===== src/rtl/fpu_drv_pkg.sv =====
// Shared encodings for the divide/sqrt FPU driver.
package fpu_drv_pkg;

   typedef enum logic [2:0] {
      StIdle,
      StSend,
      StWaitZ,
      StAckZ,
      StHold
   } state_e;

   localparam logic OP_DIV  = 1'b0;
   localparam logic OP_SQRT = 1'b1;

   // Quiet NaN returned when a transaction is aborted.
   localparam logic [31:0] QNAN = 32'h7FC0_0000;

endpackage


===== src/rtl/fpu_drv_timer.sv =====
// Watchdog counter: cleared on demand, counts while enabled, flags the
// TIMEOUT-th enabled cycle so the FSM can abort on that edge.
module fpu_drv_timer #(
   parameter int unsigned TIMEOUT = 1024,
   parameter int unsigned TO_W    = 11
) (
   input  logic clk,
   input  logic rst,
   input  logic clr,
   input  logic en,
   output logic expired
);

   logic [TO_W-1:0] cnt_q;

   // Count enabled cycles; clear has priority over enable.
   always_ff @(posedge clk) begin
      if (rst || clr) begin
         cnt_q <= '0;
      end else if (en) begin
         cnt_q <= cnt_q + 1'b1;
      end
   end

   assign expired = en && (cnt_q == TO_W'(TIMEOUT - 1));

endmodule


===== src/rtl/fpu_op_driver.sv =====
// Host-to-FPU bridge: takes one div/sqrt command, runs the operand stb/ack
// handshakes, collects the result strobe and hands the result back.
module fpu_op_driver
   import fpu_drv_pkg::*;
#(
   parameter int unsigned TIMEOUT = 1024,
   parameter int unsigned TO_W    = 11
) (
   input  logic        clk,
   input  logic        rst,
   input  logic        cmd_valid,
   output logic        cmd_ready,
   input  logic        cmd_op,
   input  logic [31:0] cmd_a,
   input  logic [31:0] cmd_b,
   output logic [31:0] fpu_a,
   output logic [31:0] fpu_b,
   output logic        fpu_process,
   output logic        fpu_a_stb,
   input  logic        fpu_a_ack,
   output logic        fpu_b_stb,
   input  logic        fpu_b_ack,
   input  logic [31:0] fpu_z,
   input  logic        fpu_z_stb,
   output logic        fpu_z_ack,
   output logic        res_valid,
   input  logic        res_ready,
   output logic [31:0] res_data,
   output logic        res_err,
   output logic [15:0] txn_count
);

   state_e      state_q, state_d;
   logic [31:0] a_q, a_d, b_q, b_d;
   logic        proc_q, proc_d;
   logic        a_stb_q, a_stb_d, b_stb_q, b_stb_d;
   logic        a_done_q, a_done_d, b_done_q, b_done_d;
   logic        z_ack_q, z_ack_d;
   logic [31:0] res_data_q, res_data_d;
   logic        res_err_q, res_err_d;
   logic [15:0] txn_q, txn_d;
   logic        tmr_clr, tmr_en, tmr_expired, abort;

   fpu_drv_timer #(
      .TIMEOUT (TIMEOUT),
      .TO_W    (TO_W)
   ) u_timer (
      .clk     (clk),
      .rst     (rst),
      .clr     (tmr_clr),
      .en      (tmr_en),
      .expired (tmr_expired)
   );

   // State and datapath registers.
   always_ff @(posedge clk) begin
      if (rst) begin
         state_q    <= StIdle;
         a_q        <= '0;
         b_q        <= '0;
         proc_q     <= OP_DIV;
         a_stb_q    <= 1'b0;
         b_stb_q    <= 1'b0;
         a_done_q   <= 1'b0;
         b_done_q   <= 1'b0;
         z_ack_q    <= 1'b0;
         res_data_q <= '0;
         res_err_q  <= 1'b0;
         txn_q      <= '0;
      end else begin
         state_q    <= state_d;
         a_q        <= a_d;
         b_q        <= b_d;
         proc_q     <= proc_d;
         a_stb_q    <= a_stb_d;
         b_stb_q    <= b_stb_d;
         a_done_q   <= a_done_d;
         b_done_q   <= b_done_d;
         z_ack_q    <= z_ack_d;
         res_data_q <= res_data_d;
         res_err_q  <= res_err_d;
         txn_q      <= txn_d;
      end
   end

   // Next-state: handshake sequencing, watchdog abort and result capture.
   always_comb begin
      state_d    = state_q;
      a_d        = a_q;
      b_d        = b_q;
      proc_d     = proc_q;
      a_stb_d    = a_stb_q;
      b_stb_d    = b_stb_q;
      a_done_d   = a_done_q;
      b_done_d   = b_done_q;
      z_ack_d    = z_ack_q;
      res_data_d = res_data_q;
      res_err_d  = res_err_q;
      txn_d      = txn_q;
      tmr_clr    = 1'b0;
      tmr_en     = 1'b0;
      abort      = 1'b0;

      case (state_q)
         StIdle: begin
            if (cmd_valid) begin
               a_d      = cmd_a;
               b_d      = (cmd_op == OP_SQRT) ? 32'h0 : cmd_b;
               proc_d   = cmd_op;
               a_stb_d  = 1'b1;
               b_stb_d  = (cmd_op == OP_DIV);
               a_done_d = 1'b0;
               // sqrt has no B operand, so B counts as already delivered.
               b_done_d = (cmd_op == OP_SQRT);
               tmr_clr  = 1'b1;
               state_d  = StSend;
            end
         end
         StSend: begin
            tmr_en = 1'b1;
            if (a_stb_q && fpu_a_ack) begin
               a_stb_d  = 1'b0;
               a_done_d = 1'b1;
            end
            if (b_stb_q && fpu_b_ack) begin
               b_stb_d  = 1'b0;
               b_done_d = 1'b1;
            end
            if (a_done_q && b_done_q) begin
               // Fresh watchdog budget for the result wait.
               tmr_clr = 1'b1;
               state_d = StWaitZ;
            end else if (tmr_expired) begin
               abort = 1'b1;
            end
         end
         StWaitZ: begin
            tmr_en = 1'b1;
            // A result arriving on the expiry edge takes priority.
            if (fpu_z_stb) begin
               res_data_d = fpu_z;
               res_err_d  = 1'b0;
               z_ack_d    = 1'b1;
               state_d    = StAckZ;
            end else if (tmr_expired) begin
               abort = 1'b1;
            end
         end
         StAckZ: begin
            z_ack_d = 1'b0;
            txn_d   = txn_q + 16'd1;
            state_d = StHold;
         end
         StHold: begin
            if (res_ready) begin
               state_d = StIdle;
            end
         end
         default: begin
            state_d = StIdle;
         end
      endcase

      if (abort) begin
         a_stb_d    = 1'b0;
         b_stb_d    = 1'b0;
         res_data_d = QNAN;
         res_err_d  = 1'b1;
         txn_d      = txn_q + 16'd1;
         state_d    = StHold;
      end
   end

   assign cmd_ready   = (state_q == StIdle);
   assign res_valid   = (state_q == StHold);
   assign fpu_a       = a_q;
   assign fpu_b       = b_q;
   assign fpu_process = proc_q;
   assign fpu_a_stb   = a_stb_q;
   assign fpu_b_stb   = b_stb_q;
   assign fpu_z_ack   = z_ack_q;
   assign res_data    = res_data_q;
   assign res_err     = res_err_q;
   assign txn_count   = txn_q;

endmodule


===== config.mk =====
export PLATFORM = sky130hd
export DESIGN_NAME = fpu_op_driver
export DESIGN_NICKNAME = d
export VERILOG_FILES = /design/src/rtl/fpu_drv_pkg.sv /design/src/rtl/fpu_drv_timer.sv /design/src/rtl/fpu_op_driver.sv
export SDC_FILE = /design/constraint.sdc
export NUM_CORES = 1
export LEC_CHECK = 0
export ABC_CLOCK_PERIOD_IN_PS = 7600
export CAP_MARGIN = 20
export CORE_UTILIZATION = 46
export DETAILED_ROUTE_END_ITERATION = 10
export GPL_TIMING_DRIVEN = 0
export PLACE_DENSITY = 0.88
export SETUP_SLACK_MARGIN = 0.02
export SLEW_MARGIN = 20
export SYNTH_ARGS = -nofsm -noshare
export SYNTH_HDL_FRONTEND = slang
export SYNTH_HIERARCHICAL = 1
export SYNTH_SLANG_ARGS = --single-unit

===== constraint.sdc =====
create_clock -name clk -period 7.6 [get_ports clk]
set_input_delay 1.9 -clock clk [delete_from_list [all_inputs] [get_ports clk]]
set_output_delay 1.9 -clock clk [all_outputs]
set_load 0.02 [all_outputs]

==> results of run 1 <==
[synthesized netlist by cell type, drive strengths merged, types with 2 or more instances]
library cell / count
a2111oi: 4
a211oi: 3
a21oi: 104
a31oi: 10
and2: 2
and3: 3
buf: 18
clkbuf: 27
dfxtp: 133
ha: 2
inv: 8
mux2i: 2
nand2: 175
nand2b: 3
nand3: 6
nand3b: 33
nand4: 8
nor2: 26
nor2b: 2
nor3: 6
o2111ai: 2
o211ai: 2
o21a: 2
o21ai: 5
o311ai: 2
o31ai: 2
o41ai: 2
or3: 4
or4: 3
xnor2: 10
xor2: 7
[logic make-up (layout without fill, tap and decap cells)]
family,after synthesis,count (layout),share of synthesized area
AOI/OAI and AO/OA,145,145,0.165
xor gates and xnor gates,17,17,0.0285
adders and majority gates,2,2,0.00479
buffers and inverters,53,307,0.0443
DFF,133,133,0.509
muxes,2,2,0.00383
and+or+nand+nor,276,276,0.245
[per-stage QoR]
stage / utilization / worst slack (ps) / hold WS [ps] / power, mW / cell area [um^2]
floorplan: - / 4500 / 445 / 0.821 / 5230
global placement: 0.697 / 3570 / 438 / 0.929 / 7620
detailed placement: 0.697 / 3530 / 446 / 0.934 / 7620
CTS: 0.752 / 3700 / 453 / 1.75 / 8220
global route: 0.752 / 3640 / 472 / 1.80 / 8220
finish: 0.752 / 3710 / 452 / 1.74 / 8220
[state kept, by name (all words and copies together), names as in the netlist, 3 cells and up]
register       flops
fpu_a             32
state_q            3
fpu_b             32
txn_count         16
res_data          32
u_timer/cnt_q     11
[worst min-delay path: cells and delay by family, from the launching register on]
kind	cells	cell delay, ps
AO/OA/AOI/OAI	1	50
flip-flops	1	300
AND/OR/NAND/NOR	1	50
[report_power, final]
| part | leakage, nW | internal, mW | switching [mW] |
|---|---|---|---|
| combinational | 1.50 | 0.0995 | 0.0935 |
| sequential | 1.08 | 0.717 | 0.0113 |
| clock | 0.291 | 0.532 | 0.289 |
[worst max path at each step]
stage,to,slack [ps],cells past startpoint
final,res_valid,3710,3
after global routing,res_valid,3640,3
after CTS,res_valid,3700,3
after detailed placement,fpu_b[13],3530,5
after global placement,fpu_b[15],3570,5
after floorplan,u_timer/cnt_q[8],4500,6
[cell type report]
type	count	area, um^2	share of cell area
Sequential cell	133	2660	0.324
Buffer	45	201	0.0245
Timing Repair Buffer	222	2220	0.270
Tap cell	140	175	0.0213
Inverter	8	30.0	0.00365
Clock buffer	23	468	0.0569
Multi-Input combinational cell	442	2330	0.284
Clock inverter	9	126	0.0154
[per-layer routing]
layer	vias up	GRT usage
li1	2614	-
met1	2483	0.305
met2	205	0.474
met3	28	0.0808
met4	0	0.111
met5	-	0
==> flow_metrics.py, run 1 <==
metrics = {
    "run_status": {
        "status": "completed",
    },
    "clocking": {
        "cts_buffer_depth": 2,
        "clk_pin_slew_ps": 50,
        "hold_buffers": 0,
        "insertion_delay_ps": 410,
        "numCtsBuffers": 17,
        "cts_sinks": 133,
        "ctsResizeCount": 0,
        "clock_tree.root_cell": "clkbuf_16",
        "h-tree-depth": 4,
        "cts_setup_buffers": 0,
        "cts_tree": "done",
    },
    "worst_setup_path": {
        "path_delay_family": "buffers and inverters",
        "cp-end-kind": "output port",
        "worst-setup-path-type": "flip-flop to output port",
        "reg2reg_slack_ps": 4210,
        "worst_r2r_endpoint": "txn_count[14]",
        "reg2reg_from": "state_q[1]",
        "critPathMaxStageDelay_ps": 730,
        "ff2ff_path_depth": 11,
        "cp_slowest_cell": "clkdlybuf4s50_1",
        "cp_cell_sequence": "buf_4 -> nor3b_1 -> clkdlybuf4s50_1",
        "cp.required_ps": 5700,
        "critPathLaunch": "state_q[0]",
        "critPathBufInv": 2,
        "worstPathMaxFanout": 10,
        "worstSetupStartpointType": "flip-flop",
        "critPathArrivalTime_ps": 1990,
    },
    "routing": {
        "routed-via-count": 5330,
        "first_pass_iters": 5,
        "via_per_inst": 5.22,
        "antenna_left": 0,
        "wl_met2_um": 8150,
        "m1WireLength_um": 6490,
        "drtIter0Drc": 308,
        "dr_wl_met3_um": 1300,
        "routedWlPerCell_um": 15.9,
        "drc": 0,
        "routed_wirelength_um": 16300,
        "top_layer": "met4",
    },
    "layout": {
        "layout_commonest_cell": "clkdlybuf4s50_1",
        "mostFrequentLayoutCells": "clkdlybuf4s50_1 (222), nand2_1 (175), dfxtp_1 (133)",
        "drive_above_1_share": 0.0624,
        "area_growth_pct": 57.2,
        "fin_nets": 975,
        "num_antenna_cells": 0,
        "fillers": 790,
        "fin_cells": 1022,
    },
    "timing": {
        "slew_viol_final": 0,
        "maxSlewHeadroom": 0.527,
        "skew_ps": 7.03,
        "tightest_slew_ps": 710,
        "hold_viol_final": 0,
        "fmax_mhz": 257,
        "rsz0062_at_grt": "no",
        "post-route-period-util": 0.512,
        "fin_setup_tns_ps": 0,
        "finalCriticalPeriod_ps": 3890,
        "finalSetupViolations": 0,
    },
    "yosys": {
        "async_flop_share": 0,
        "synth_edf_count": 0,
        "synth_top_area_frac": 0.509,
        "ys_types": 47,
        "netlist_instances": 628,
        "yosys_warnings": 6,
        "synth-seq-area-share": 0.509,
        "synth.cell_area_um2": 5230,
        "synth_area_leaders": "dfxtp_1 (51%), nand2_1 (13%), a21oi_1 (10%)",
        "synth_ff_type": "dfxtp_1",
        "syn-num-nets": 734,
        "syn_avg_cell_area_um2": 8.32,
        "synth_top_area_cell": "dfxtp_1",
        "ys_ff_latch": 133,
    },
    "grt": {
        "grt_pass1_wl_um": 24600,
        "track_usage": 0.271,
        "grt_pass1_vias": 5157,
        "gr-total-overflow": 0,
        "antenna_found_initial": 0,
        "grt_max_degree": 17,
    },
    "pwr": {
        "p_per_area_nw_per_um2": 212,
        "peakVddDrop_mv": 0.146,
        "p_leak_nw": 2.87,
    },
    "hold_path": {
        "holdPathStages": 2,
        "min-delay-start": "res_data[18]",
        "hold_path_end": "res_data[18]",
        "hp-class": "flip-flop to flip-flop",
    },
    "placed_design": {
        "port_buffers": 222,
        "place_inst": 990,
        "dp_hpwl_um": 12000,
        "place_congestion": 0.814,
    },
    "die": {
        "dieHeight_um": 109,
        "dieArea_um2": 11800,
        "start_util": 0.478,
        "fp.coreArea_um2": 10900,
        "pin_count": 223,
        "die_w_um": 109,
        "num_rows": 38,
    },
    "job": {
        "drv_cap": 0,
    },
}
(Power assumes the default switching activity.)
==> run 2, diff against run 1 <==
- ABC_CLOCK_PERIOD_IN_PS: 7600 -> 3910
- CORE_UTILIZATION: 46 -> 42
- PLACE_DENSITY: 0.88 -> 0.81
- clock period: 7.6 -> 3.91 ns (I/O delays scaled with it)
==> flow_metrics.py, run 2 (synthesis results as in run 1) <==
metrics = {
    "layout": {
        "final_core_util": 0.688,
        "fin_cells": 1050,
        "num_antenna_cells": 0,
        "mostFrequentLayoutCells": "clkdlybuf4s50_1 (222), nand2_1 (175), dfxtp_1 (133)",
        "drive_above_1_share": 0.0669,
        "area_growth_pct": 58.8,
        "fillers": 958,
        "layout_commonest_cell": "clkdlybuf4s50_1",
        "fin_nets": 975,
    },
    "worst_setup_path": {
        "worst-setup-path-type": "flip-flop to flip-flop",
        "reg2reg_from": "state_q[1]",
        "critPathLaunch": "state_q[1]",
        "cpMostUsedCell": "nor2_1",
        "reg2reg_slack_ps": 500,
        "worstPathMaxFanout": 9,
        "cp.required_ps": 4190,
        "worst_r2r_endpoint": "txn_count[12]",
        "critPathMaxStageDelay_ps": 480,
        "critPathBufInv": 1,
        "cp_slowest_cell": "a2111oi_2",
        "worstSetupStartpointType": "flip-flop",
        "cp-end-kind": "flip-flop",
        "ff2ff_path_depth": 11,
        "cp_cell_sequence": "or2b_1 -> a21oi_1 -> buf_2 -> nand4_1 -> or4_4 -> nor2_1 -> nor2b_1 -> o211ai_1 -> a2111oi_2 -> xnor2_1 -> nor2_1",
        "critPathArrivalTime_ps": 3700,
        "path_delay_family": "simple AND/OR/NAND/NOR gates",
    },
    "pwr": {
        "p_int_mw": 2.70,
        "p_sw_mw": 0.782,
        "switching_share": 0.224,
        "peakVddDrop_mv": 0.294,
        "combPwrFrac": 0.106,
        "p_clk_frac": 0.489,
        "seq_power_share": 0.405,
        "power.total_mw": 3.49,
        "p_per_area_nw_per_um2": 420,
        "p_leak_nw": 2.89,
    },
    "clocking": {
        "clk_pin_slew_ps": 60,
        "clock_tree.root_cell": "clkbuf_16",
        "numCtsBuffers": 17,
        "h-tree-depth": 4,
        "cts_buffer_depth": 2,
        "hold_buffers": 0,
        "ctsResizeCount": 0,
        "insertion_delay_ps": 410,
        "cts_setup_buffers": 0,
        "cts_tree": "done",
        "cts_sinks": 133,
    },
    "die": {
        "start_util": 0.433,
        "die_w_um": 114,
        "num_rows": 40,
        "dieArea_um2": 12900,
        "pin_count": 223,
        "fp.coreArea_um2": 12100,
        "dieHeight_um": 114,
    },
    "timing": {
        "post-route-period-util": 0.873,
        "maxSlewHeadroom": 0.595,
        "fmax_mhz": 293,
        "finalSetupViolations": 0,
        "skew_ps": 8.63,
        "finalCriticalPeriod_ps": 3410,
        "tightest_slew_ps": 608,
        "slew_viol_final": 0,
        "rsz0062_at_grt": "no",
        "fin_ws_ps": 496,
        "fin_setup_tns_ps": 0,
        "hold_viol_final": 0,
    },
    "grt": {
        "track_usage": 0.241,
        "gr-total-overflow": 0,
        "antenna_found_initial": 0,
        "grt_max_degree": 17,
        "grt_pass1_vias": 4952,
        "grt_pass1_wl_um": 24400,
    },
    "hold_path": {
        "hp-class": "flip-flop to flip-flop",
        "min-delay-start": "fpu_b[5]",
        "hold_path_end": "fpu_b[5]",
        "holdPathStages": 2,
    },
    "placed_design": {
        "port_buffers": 222,
        "place_ws_ps": 573,
        "place_inst": 1018,
        "dp_hpwl_um": 11200,
        "place_congestion": 0.839,
    },
    "routing": {
        "antenna_left": 0,
        "drtIter0Drc": 330,
        "routed-via-count": 5254,
        "first_pass_iters": 4,
        "routedWlPerCell_um": 14.7,
        "via_per_inst": 5.00,
        "routed_wirelength_um": 15500,
        "drc": 0,
    },
    "job": {
        "drv_cap": 0,
    },
    "run_status": {
        "status": "completed",
    },
}
## run 2: worst max-delay path by stage
stage / depth (start not counted) / slack [ps] / endpoint
after floorplan: 11 / 1000 / txn_count[11]
after global placement: 11 / 660 / txn_count[12]
after detailed placement: 11 / 570 / txn_count[12]
after CTS: 11 / 510 / txn_count[12]
after global routing: 11 / 280 / txn_count[12]
final: 11 / 500 / txn_count[12]
## run 2: final cells by class
class                   count  area (um^2)  share of cell area
clock buffers              20          467              0.0562
multi-input cells         442         2330               0.281
inverters                   8         30.0             0.00362
clock inverters            12          176              0.0212
flip-flops and latches    133         2660               0.321
repair buffers            222         2220               0.268
well taps                 168          210              0.0253
plain buffers              45          201              0.0243
## run 2: worst reg2reg max path: cells and delay by family (launching register included)
family / cells / cell delay [ps]
AO/OA/AOI/OAI: 3 / 880
buffers and inverters: 1 / 220
flip-flops: 1 / 430
XOR/XNOR: 1 / 160
AND/OR/NAND/NOR: 6 / 1590
## run 2: stage by stage
stage	hold WS [ps]	cell area, um^2
final	449	8300
after global routing	464	8300
after CTS	450	8300
after detailed placement	443	7660
after global placement	437	7660
after floorplan	445	5230
## run 2: metal layers
metal  wire, um  track usage  share of wire
met1       6550        0.286           0.42
met2       7680        0.415           0.50
met3       1090       0.0675          0.070
met4        166       0.0833          0.011
met5          0            0              0
## run 2: power by group through the flow
stage,clock network (mW),registers (mW),logic [mW]
after floorplan,0,1.48,0.114
after global placement,0,1.44,0.364
after detailed placement,0,1.44,0.368
after CTS,1.73,1.41,0.371
after global routing,1.79,1.42,0.397
final,1.70,1.41,0.368
